===== src/rtl/fp_subtractor.sv =====
// -----------------------------------------------------------------------------
// fp_subtractor
//
// Multi-cycle IEEE-754-format floating-point subtractor: Diff = A - B.
// The subtrahend's sign is flipped on accept, so the rest of the datapath is
// an ordinary sign-magnitude adder. Operands are swapped so the larger
// magnitude (X) always sits on the left. The smaller one (Y) is aligned one
// bit per cycle. The magnitudes are then added or subtracted, and the result
// is normalized one bit per cycle.
//
// Denormal operands (exp == 0) are flushed to zero. An exponent of all-ones
// is treated as an ordinary value; there is no NaN propagation.
//
// Optional build macro:
//   FPSUB_ROUND_EN - widens the mantissa path by guard/round/sticky bits and
//                    adds a round-to-nearest-even ROUND state after NORM.
//                    When undefined, the result is truncated.
//
// Ports:
//   clk        rising-edge clock
//   rst        synchronous active-high reset; aborts any in-flight operation
//   in_valid   A/B valid
//   in_ready   operands can be accepted (only in IDLE)
//   A          minuend    {sign, exp[EXP_W], man[MAN_W]}
//   B          subtrahend, same format
//   out_valid  Diff valid; held until out_ready
//   out_ready  consumer accepts Diff
//   Diff       result A - B
//   busy       high in every state except IDLE
// -----------------------------------------------------------------------------
module fp_subtractor #(
    parameter int N = 32
) (
    input  logic         clk,
    input  logic         rst,
    input  logic         in_valid,
    output logic         in_ready,
    input  logic [N-1:0] A,
    input  logic [N-1:0] B,
    output logic         out_valid,
    input  logic         out_ready,
    output logic [N-1:0] Diff,
    output logic         busy
);

    localparam int EXP_W = N / 4;
    localparam int MAN_W = N - N / 4 - 1;
`ifdef FPSUB_ROUND_EN
    localparam int GRS_W = 3;
`else
    localparam int GRS_W = 0;
`endif
    // Mantissa path: carry bit, hidden bit, fraction, optional G/R/S bits.
    localparam int MW    = MAN_W + 2 + GRS_W;
    localparam int HID   = MAN_W + GRS_W;
    localparam int CARRY = MAN_W + 1 + GRS_W;
    // Shifting past the whole mantissa changes nothing more, so clamp there.
    localparam int DMAX  = MAN_W + 2;
    localparam int CNT_W = $clog2(DMAX + 1);
    // One extra exponent bit so an increment past all-ones is still visible.
    localparam int EW    = EXP_W + 1;
    localparam logic [EW-1:0] EXP_MAX = {1'b0, {EXP_W{1'b1}}};

    typedef enum logic [2:0] {
        S_IDLE  = 3'd0,
        S_ALIGN = 3'd1,
        S_SUB   = 3'd2,
        S_NORM  = 3'd3,
        S_ROUND = 3'd4,
        S_DONE  = 3'd5
    } state_t;

    state_t           state_q, state_d;
    logic             sign_q, sign_d;
    logic             eff_sub_q, eff_sub_d;
    logic             zero_q, zero_d;
    logic [EW-1:0]    exp_q, exp_d;
    logic [MW-1:0]    mx_q, mx_d;
    logic [MW-1:0]    my_q, my_d;
    logic [CNT_W-1:0] cnt_q, cnt_d;
    logic [N-1:0]     short_q, short_d;
    logic [N-1:0]     diff_q, diff_d;

    // ---------------------------------------------------------------------
    // Accept-side decode: field split, zero detect, swap, gap clamp.
    // ---------------------------------------------------------------------
    logic             a_sign, b_sign_eff;
    logic [EXP_W-1:0] a_exp, b_exp, exp_x, exp_y, exp_gap;
    logic [MAN_W-1:0] a_man, b_man, man_x, man_y;
    logic             a_zero, b_zero, a_is_x, sign_x, sign_y;
    logic [CNT_W-1:0] gap_clamped;
    logic [MW-1:0]    mx_init, my_init;
    logic [N-1:0]     short_res;

    assign a_sign     = A[N-1];
    assign b_sign_eff = ~B[N-1];
    assign a_exp      = A[N-2:MAN_W];
    assign b_exp      = B[N-2:MAN_W];
    assign a_man      = A[MAN_W-1:0];
    assign b_man      = B[MAN_W-1:0];
    assign a_zero     = (a_exp == '0);
    assign b_zero     = (b_exp == '0);

    // Larger exponent wins; equal exponents fall back to the mantissa.
    assign a_is_x = (a_exp > b_exp) || ((a_exp == b_exp) && (a_man >= b_man));
    assign sign_x = a_is_x ? a_sign : b_sign_eff;
    assign sign_y = a_is_x ? b_sign_eff : a_sign;
    assign exp_x  = a_is_x ? a_exp : b_exp;
    assign exp_y  = a_is_x ? b_exp : a_exp;
    assign man_x  = a_is_x ? a_man : b_man;
    assign man_y  = a_is_x ? b_man : a_man;

    assign exp_gap     = exp_x - exp_y;
    assign gap_clamped = (exp_gap > EXP_W'(DMAX)) ? CNT_W'(DMAX) : exp_gap[CNT_W-1:0];

    // Hidden 1 restored; G/R/S bits (if any) start at zero.
    assign mx_init = MW'({2'b01, man_x}) << GRS_W;
    assign my_init = MW'({2'b01, man_y}) << GRS_W;

    // Zero-operand shortcut result. A zero/denormal A with a zero B gives +0.
    assign short_res = b_zero ? (a_zero ? '0 : A) : {b_sign_eff, B[N-2:0]};

    // ---------------------------------------------------------------------
    // Datapath helpers
    // ---------------------------------------------------------------------
    logic [EW-1:0] exp_inc, exp_dec;
    logic [MW-1:0] mx_shr, my_shr;
    logic [N-1:0]  packed_res, inf_res;

    assign exp_inc = exp_q + 1'b1;
    assign exp_dec = exp_q - 1'b1;

`ifdef FPSUB_ROUND_EN
    // Bits shifted out of the bottom collapse into the sticky bit.
    assign mx_shr = {1'b0, mx_q[MW-1:2], mx_q[1] | mx_q[0]};
    assign my_shr = {1'b0, my_q[MW-1:2], my_q[1] | my_q[0]};
`else
    assign mx_shr = mx_q >> 1;
    assign my_shr = my_q >> 1;
`endif

    assign packed_res = {sign_q, exp_q[EXP_W-1:0], mx_q[HID-1:GRS_W]};
    assign inf_res    = {sign_q, {EXP_W{1'b1}}, {MAN_W{1'b0}}};

`ifdef FPSUB_ROUND_EN
    logic          round_up;
    logic [MW-1:0] mx_rnd;
    logic [N-1:0]  packed_rnd;

    // Round to nearest, ties to even: bit 3 is the result LSB.
    assign round_up   = mx_q[2] & (mx_q[1] | mx_q[0] | mx_q[3]);
    assign mx_rnd     = ((mx_q >> 3) + MW'(round_up)) << 3;
    assign packed_rnd = {sign_q, exp_q[EXP_W-1:0], mx_rnd[HID-1:GRS_W]};
`endif

    // ---------------------------------------------------------------------
    // State and datapath registers
    // ---------------------------------------------------------------------
    always_ff @(posedge clk) begin
        if (rst) begin
            state_q   <= S_IDLE;
            sign_q    <= 1'b0;
            eff_sub_q <= 1'b0;
            zero_q    <= 1'b0;
            exp_q     <= '0;
            mx_q      <= '0;
            my_q      <= '0;
            cnt_q     <= '0;
            short_q   <= '0;
            diff_q    <= '0;
        end else begin
            state_q   <= state_d;
            sign_q    <= sign_d;
            eff_sub_q <= eff_sub_d;
            zero_q    <= zero_d;
            exp_q     <= exp_d;
            mx_q      <= mx_d;
            my_q      <= my_d;
            cnt_q     <= cnt_d;
            short_q   <= short_d;
            diff_q    <= diff_d;
        end
    end

    // ---------------------------------------------------------------------
    // Next-state and datapath update
    // ---------------------------------------------------------------------
    always_comb begin
        state_d   = state_q;
        sign_d    = sign_q;
        eff_sub_d = eff_sub_q;
        zero_d    = zero_q;
        exp_d     = exp_q;
        mx_d      = mx_q;
        my_d      = my_q;
        cnt_d     = cnt_q;
        short_d   = short_q;
        diff_d    = diff_q;

        case (state_q)
            S_IDLE: begin
                if (in_valid) begin
                    sign_d    = sign_x;
                    eff_sub_d = (sign_x != sign_y);
                    zero_d    = a_zero | b_zero;
                    exp_d     = {1'b0, exp_x};
                    mx_d      = mx_init;
                    my_d      = my_init;
                    cnt_d     = gap_clamped;
                    short_d   = short_res;
                    state_d   = S_ALIGN;
                end
            end

            S_ALIGN: begin
                if (zero_q) begin
                    diff_d  = short_q;
                    state_d = S_DONE;
                end else if (cnt_q != '0) begin
                    my_d  = my_shr;
                    cnt_d = cnt_q - 1'b1;
                end else begin
                    state_d = S_SUB;
                end
            end

            S_SUB: begin
                // The swap guarantees X >= Y, so the difference never wraps.
                mx_d    = eff_sub_q ? (mx_q - my_q) : (mx_q + my_q);
                state_d = S_NORM;
            end

            S_NORM: begin
                if (mx_q == '0) begin
                    diff_d  = '0;
                    state_d = S_DONE;
                end else if (mx_q[CARRY]) begin
                    mx_d  = mx_shr;
                    exp_d = exp_inc;
                    if (exp_inc >= EXP_MAX) begin
                        diff_d  = inf_res;
                        state_d = S_DONE;
                    end
                end else if (mx_q[HID]) begin
`ifdef FPSUB_ROUND_EN
                    state_d = S_ROUND;
`else
                    diff_d  = packed_res;
                    state_d = S_DONE;
`endif
                end else begin
                    mx_d  = mx_q << 1;
                    exp_d = exp_dec;
                    if (exp_dec == '0) begin
                        diff_d  = '0;
                        state_d = S_DONE;
                    end
                end
            end

`ifdef FPSUB_ROUND_EN
            S_ROUND: begin
                // A carry out of rounding leaves exactly 10.00..0; shift it
                // back and come round once more (the second pass never rounds).
                if (mx_rnd[CARRY]) begin
                    mx_d  = {1'b0, mx_rnd[MW-1:1]};
                    exp_d = exp_inc;
                    if (exp_inc >= EXP_MAX) begin
                        diff_d  = inf_res;
                        state_d = S_DONE;
                    end
                end else begin
                    diff_d  = packed_rnd;
                    state_d = S_DONE;
                end
            end
`endif

            S_DONE: begin
                if (out_ready) begin
                    state_d = S_IDLE;
                end
            end

            default: begin
                state_d = S_IDLE;
            end
        endcase
    end

    // ---------------------------------------------------------------------
    // Outputs
    // ---------------------------------------------------------------------
    always_comb begin
        in_ready  = (state_q == S_IDLE);
        busy      = (state_q != S_IDLE);
        out_valid = (state_q == S_DONE);
        Diff      = diff_q;
    end

endmodule


===== config.mk =====
export PLATFORM = sky130hd
export DESIGN_NAME = fp_subtractor
export DESIGN_NICKNAME = d
export VERILOG_FILES = /design/src/rtl/fp_subtractor.sv
export SDC_FILE = /design/constraint.sdc
export NUM_CORES = 1
export LEC_CHECK = 0
export CAP_MARGIN = 25
export CORE_MARGIN = 3
export CORE_UTILIZATION = 53
export CTS_CLUSTER_DIAMETER = 80
export DETAILED_ROUTE_END_ITERATION = 16
export PLACE_DENSITY_LB_ADDON = 0.3
export SYNTH_ARGS = -nofsm -noshare
export SYNTH_HDL_FRONTEND = slang
export SYNTH_SLANG_ARGS = --single-unit

===== constraint.sdc =====
create_clock -name clk -period 4.2 [get_ports clk]
set_input_delay 0.84 -clock clk [delete_from_list [all_inputs] [get_ports clk]]
set_output_delay 0.84 -clock clk [all_outputs]
set_load 0.02 [all_outputs]

# Yosys cells after proc, flatten, opt, wreduce, memory -nomap -nowiden
# Index checks and enable logic that the tools add are counted.
# word_totals
in_bits	68
output_inout_bits	35
word_cells	104
ff_bits	134
# classes
order_cmp	4
reduce_logical	20
mux	45
n_bitwise	2
n_addsub	6
n_eq_ne	16
# op_table
operator	count
32-bit two-way mux	8
25-bit two-way mux	6
25-bit one-hot mux with 3 select lines	1
32-bit one-hot mux with 2 select lines	1
25-bit one-hot mux with 2 select lines	1
24-bit two-way mux	2
23-bit two-way mux	2
9-bit two-way mux	4
3-bit two-way mux	9
25-bit adder	1
25-bit logical NOT	1
25-bit subtractor	1
23-bit greater-or-equal comparator	1
5-bit two-way mux	4
9-bit one-hot mux with 2 select lines	1
8-bit logical NOT	2
8-bit two-way mux	2
4-bit AND reduction	4
3-bit one-hot mux with 5 select lines	1
2-bit inequality test, second input constant	5
5-bit one-hot mux with 2 select lines	1
9-bit by 1-bit adder with 9-bit output, second input constant	1
9-bit by 8-bit greater-or-equal comparator with 1-bit output, second input constant	1
9-bit logical NOT	1
26 further kinds	32

# Logic depth before layout (Yosys ltp)
# logic_depth
depth_word	9
mapped_depth	19
ltp_nobuf	19

# Least setup slack after synthesis
# No wires, ideal clock.
# synth_timing
path_type	input to register
startpoint	input port B[24]
endpoint	register cnt_q[2]
path_buffers	2
setup_time_ns	0.079
required_ns	4.121
setup_slack_ns	0.212
t_arrival_ns	3.909
stages	14
path_cell_list	inv_1 > ha_1 > buf_2 > nand4_1 > or4_4 > and2_4 > buf_6 > o21ai_4 > mux2_2 > a211oi_1 > o31a_1 > o2bb2ai_2 > or3_1 > a211oi_2
# synth_via
elab_chain_cells	9
word_cells_on_any_way	11
classes_between	1 x add/sub; 2 x order compare; 1 x eq/ne; 5 x mux; 2 x reduce/logical
# synth_rtl
element	line_no	rtl
from (decl)	39	input logic [N-1:0] B,
parallel branches: the longest is 4 deep, another holds 8-bit greater-than comparator	--	
8-bit subtractor (*)	113	assign exp_gap = exp_x - exp_y;
8-bit by 5-bit greater-than comparator with 1-bit output	114	assign gap_clamped = (exp_gap > EXP_W'(DMAX)) ? CNT_W'(DMAX) : exp_gap[CNT_W-1:0];
5-bit two-way mux (*)	114	
5-bit two-way mux (*)	202	if (in_valid) begin
5-bit one-hot mux with 2 select lines (*)	200	case (state_q)
to (signal assigned)	179	cnt_q <= cnt_d;
to (decl)	80	logic [CNT_W-1:0] cnt_q, cnt_d;
# Every way passes the cells marked *. The select of a mux whose other input is x is not followed.
# A chain may end at the register's enable or synchronous reset.

# Final worst setup path
# layout_timing
startpoint	input port B[28]
endpoint	register cnt_q[2]
# Same word-level chain as after synthesis.

==> results.ini <==
[status]
status = finished clean

[final_layout]
drive_gt1_share_pct = 15.6
syn2layout_area_growth_pct = 28.8
final_cells = 1891
final_nets = 1749
final_cell_mix = 178 x nand2_1, 176 x nor2_1, 155 x buf_4, 132 x dfxtp_1, 118 x a21oi_1
layout_commonest_cell = nand2_1
n_antenna_cell = 0

[floorplanning]
core-area_sq_mm = 0.0189
pin_count = 103
die_x_um = 145
rows = 50
fp.dieH_um = 145
start_util_pct = 54.5
dieArea_sq_mm = 0.0211

[detailed_routing]
vias_per_cell = 6.22
topRoutingLayerUsed = met4
drt_iter0_drc = 1639
finalWirelength_um = 36100
wl_per_cell_um = 19.1
antenna_left = 0
routed-via-count = 11800
drt_first_pass_iters = 7
drc_errors = 0
wl_met1_um = 15800
met2_length_um = 15200
wl_met3_um = 4300

[critical_path]
cpPeakStageDelay_ns = 0.53
crit_required_ns = 4.55
end_kind = flip-flop
crit_fanout = 6
crit_chain = clkdlybuf4s50_1 > inv_1 > ha_1 > or4_1 > o32a_1 > and2_4 > o21ai_4 > mux2_2 > a211oi_2 > o31a_1 > o2bb2ai_2 > or3_4 > a211oi_2
critPathArrivalTime_ns = 4.45
path_buf_inv = 2
crit_path_start_kind = primary input
crit_top_cell = a211oi_2
slowest_stage = or4_1
critPathTopFamily = compound AO/OA/AOI/OAI gates
crit_type = in2reg

[power_and_ir_drop]
p_switching_mw = 5.30
pwr-share-comb_pct = 63.2
p_per_area_mw_per_mm2 = 827
switching_share_pct = 48.3
vdd_ir_drop_max_uv = 464
clkPwrFrac_pct = 14.6
p_int_mw = 5.67
seq_power_share_pct = 22.3
p_total_mw = 11.0
leakage_nw = 5.23

[timing]
slew_headroom_pct = 31.0
finalClockSkew_ns = 0.00912
hold_violations = 0
fin_tns_setup_ns = 0
slew_violations = 0
layout_min_cycle_time_ns = 4.10
post-route-period-util_pct = 97.6
fin_ws_ns = 0.0997
fmax_ghz = 0.244
finalSetupViolCount = 0
tightest_slew_ns = 1.03
holdWs_ns = 0.495

[worst_hold_path]
hp-class = reg2reg

[cts]
max-clock-path-buffers = 2
clkSinkCount = 133
clock_latency_ns = 0.43
cts_root_buf = clkbuf_16
clk_pin_slew_ns = 0.06
htreeDepth = 4
cts_buffers = 17
tritoncts = done

[placement]
portBuffers = 102
dp_cells = 1853
post-place-ws_ns = -0.539
hpwl_um = 26500
place.gp.congestion = 0.980

[global_routing]
grt_overflow_total = 0
grt_max_degree = 76
grt_antenna_before_repair = 1
first_global_vias = 10300
grt_use_total_pct = 32.5
grt_pass1_wl_um = 56300

[logic_synthesis]
yosysWarnings = 0
ys.flop_type = dfxtp_1
synthArstFlopShare_pct = 0
synth.net_count = 1580
synth_cell_types = 70
synth_area_sq_mm = 0.0103
synthCells = 1449
synth.yosys.seq_area_share_pct = 25.8
ys_ff_latch = 133
syn_avg_cell_area_sq_um = 7.11
synth_enable_flop_cells = 0

[run]
cap_violations = 0

## worst reg2reg max path: cells and delay by family, from the launching register on
family	cells	cell delay [ns]
adders and majority gates	1	0.22
and+or+nand+nor	9	1.94
AOI/OAI and AO/OA	4	0.60
xor gates and xnor gates	2	0.31
buffers and inverters	3	0.37
DFF	1	0.40
## path summary, 6_finish.rpt
| kind | start | endpoint | slack (ns) | cells after the start |
|---|---|---|---|---|
| setup / recovery | B[28] | cnt_q[2] | 0.1 | 13 |
| hold reg to reg | Diff[18] | Diff[18] | 0.50 | 2 |
| hold / removal | Diff[18] | Diff[18] | 0.50 | 2 |
| setup reg to reg | my_q[2] | mx_q[24] | 0.26 | 19 |
## cells by family after synthesis
kind of cell / after synthesis / share of synthesized area (%)
simple gates: 581 / 26.0
compound gates: 440 / 28.2
buf+inv: 162 / 6.05
flops: 133 / 25.8
fa+ha+maj: 63 / 7.72
xor+xnor: 51 / 4.34
mux: 19 / 1.89
## synthesized netlist by cell type, types with 3 or more instances
cell type,count,area share (%)
o31a_1,3,0.26
dfxtp_1,133,26
a41oi_1,3,0.26
ha_1,62,7.5
a31oi_1,29,1.8
nand2_1,181,6.6
or4_1,4,0.29
or3_1,16,0.97
a221oi_1,3,0.26
nor4b_1,4,0.34
nand4_1,6,0.36
a21boi_0,3,0.22
o211ai_1,24,1.7
buf_2,6,0.29
o21ai_0,74,3.6
nor2_1,177,6.4
a21bo_2,4,0.39
o22ai_1,13,0.79
o31ai_1,8,0.58
a2111oi_0,3,0.26
a21oi_1,122,5.9
o21a_1,7,0.51
o221a_2,4,0.44
xor2_1,9,0.77
a311oi_1,32,2.7
mux2i_1,15,1.5
and4_1,3,0.26
xnor2_1,42,3.6
clkbuf_1,85,3.1
a21o_1,9,0.66
nor3b_1,18,1.3
nor2b_1,12,0.73
a22oi_1,25,1.8
and3_1,9,0.55
a211oi_1,48,3.5
inv_1,54,2.0
nand3_1,65,3.2
and2_1,5,0.30
nor4_1,16,0.97
nand2b_1,11,0.67
nand3b_1,4,0.29
mux2_2,4,0.44
nor3_1,41,2.0
buf_1,16,0.58
## power groups by stage
| stage | Sequential (mW) | Combinational, mW | Clock [mW] |
|---|---|---|---|
| floorplan | 2.20 | 4.87 | 0 |
| global placement | 2.39 | 6.47 | 0 |
| detailed placement | 2.41 | 6.61 | 0 |
| CTS | 2.39 | 6.68 | 1.60 |
| global route | 2.49 | 7.57 | 1.66 |
| finish | 2.44 | 6.93 | 1.60 |
## sequential cells by signal (all words and copies together) (netlist names)
signal     cells
exp_q          9
short_q       32
state_q        3
cnt_q          5
zero_q         1
eff_sub_q      1
sign_q         1
my_q          24
mx_q          25
Diff          32
## per-layer routing
| layer | vias up | GRT usage (%) |
|---|---|---|
| met5 | - | 0 |
| met4 | 0 | 9.35 |
| met3 | 82 | 7.23 |
| met2 | 640 | 47.0 |
| met1 | 5424 | 48.4 |
| li1 | 5613 | - |
## layout make-up
class                      instances  area (sq um)
multi-input combinational       1154          7250
clock inverter                    12           179
fill                            1592          5620
sequential                       133          2660
inverter                          54           203
tap                              260           325
clock buffer                      20           447
timing repair buffer             258          2210
## timing repair
action,in CTS,in global routing
setup buffers,1,5
pin swaps,2,12
hold buffers,0,0
endpoints found under the setup margin,4,11
resized for setup,8,40
## metrics by stage
step	area, sq um	utilization (%)
after floorplan	10300	-
final	13300	70.3
after CTS	13100	69.1
after global placement	12400	65.6
after global routing	13300	70.3
after detailed placement	12400	65.6
No activity file was read; power rests on OpenSTA's default activity.
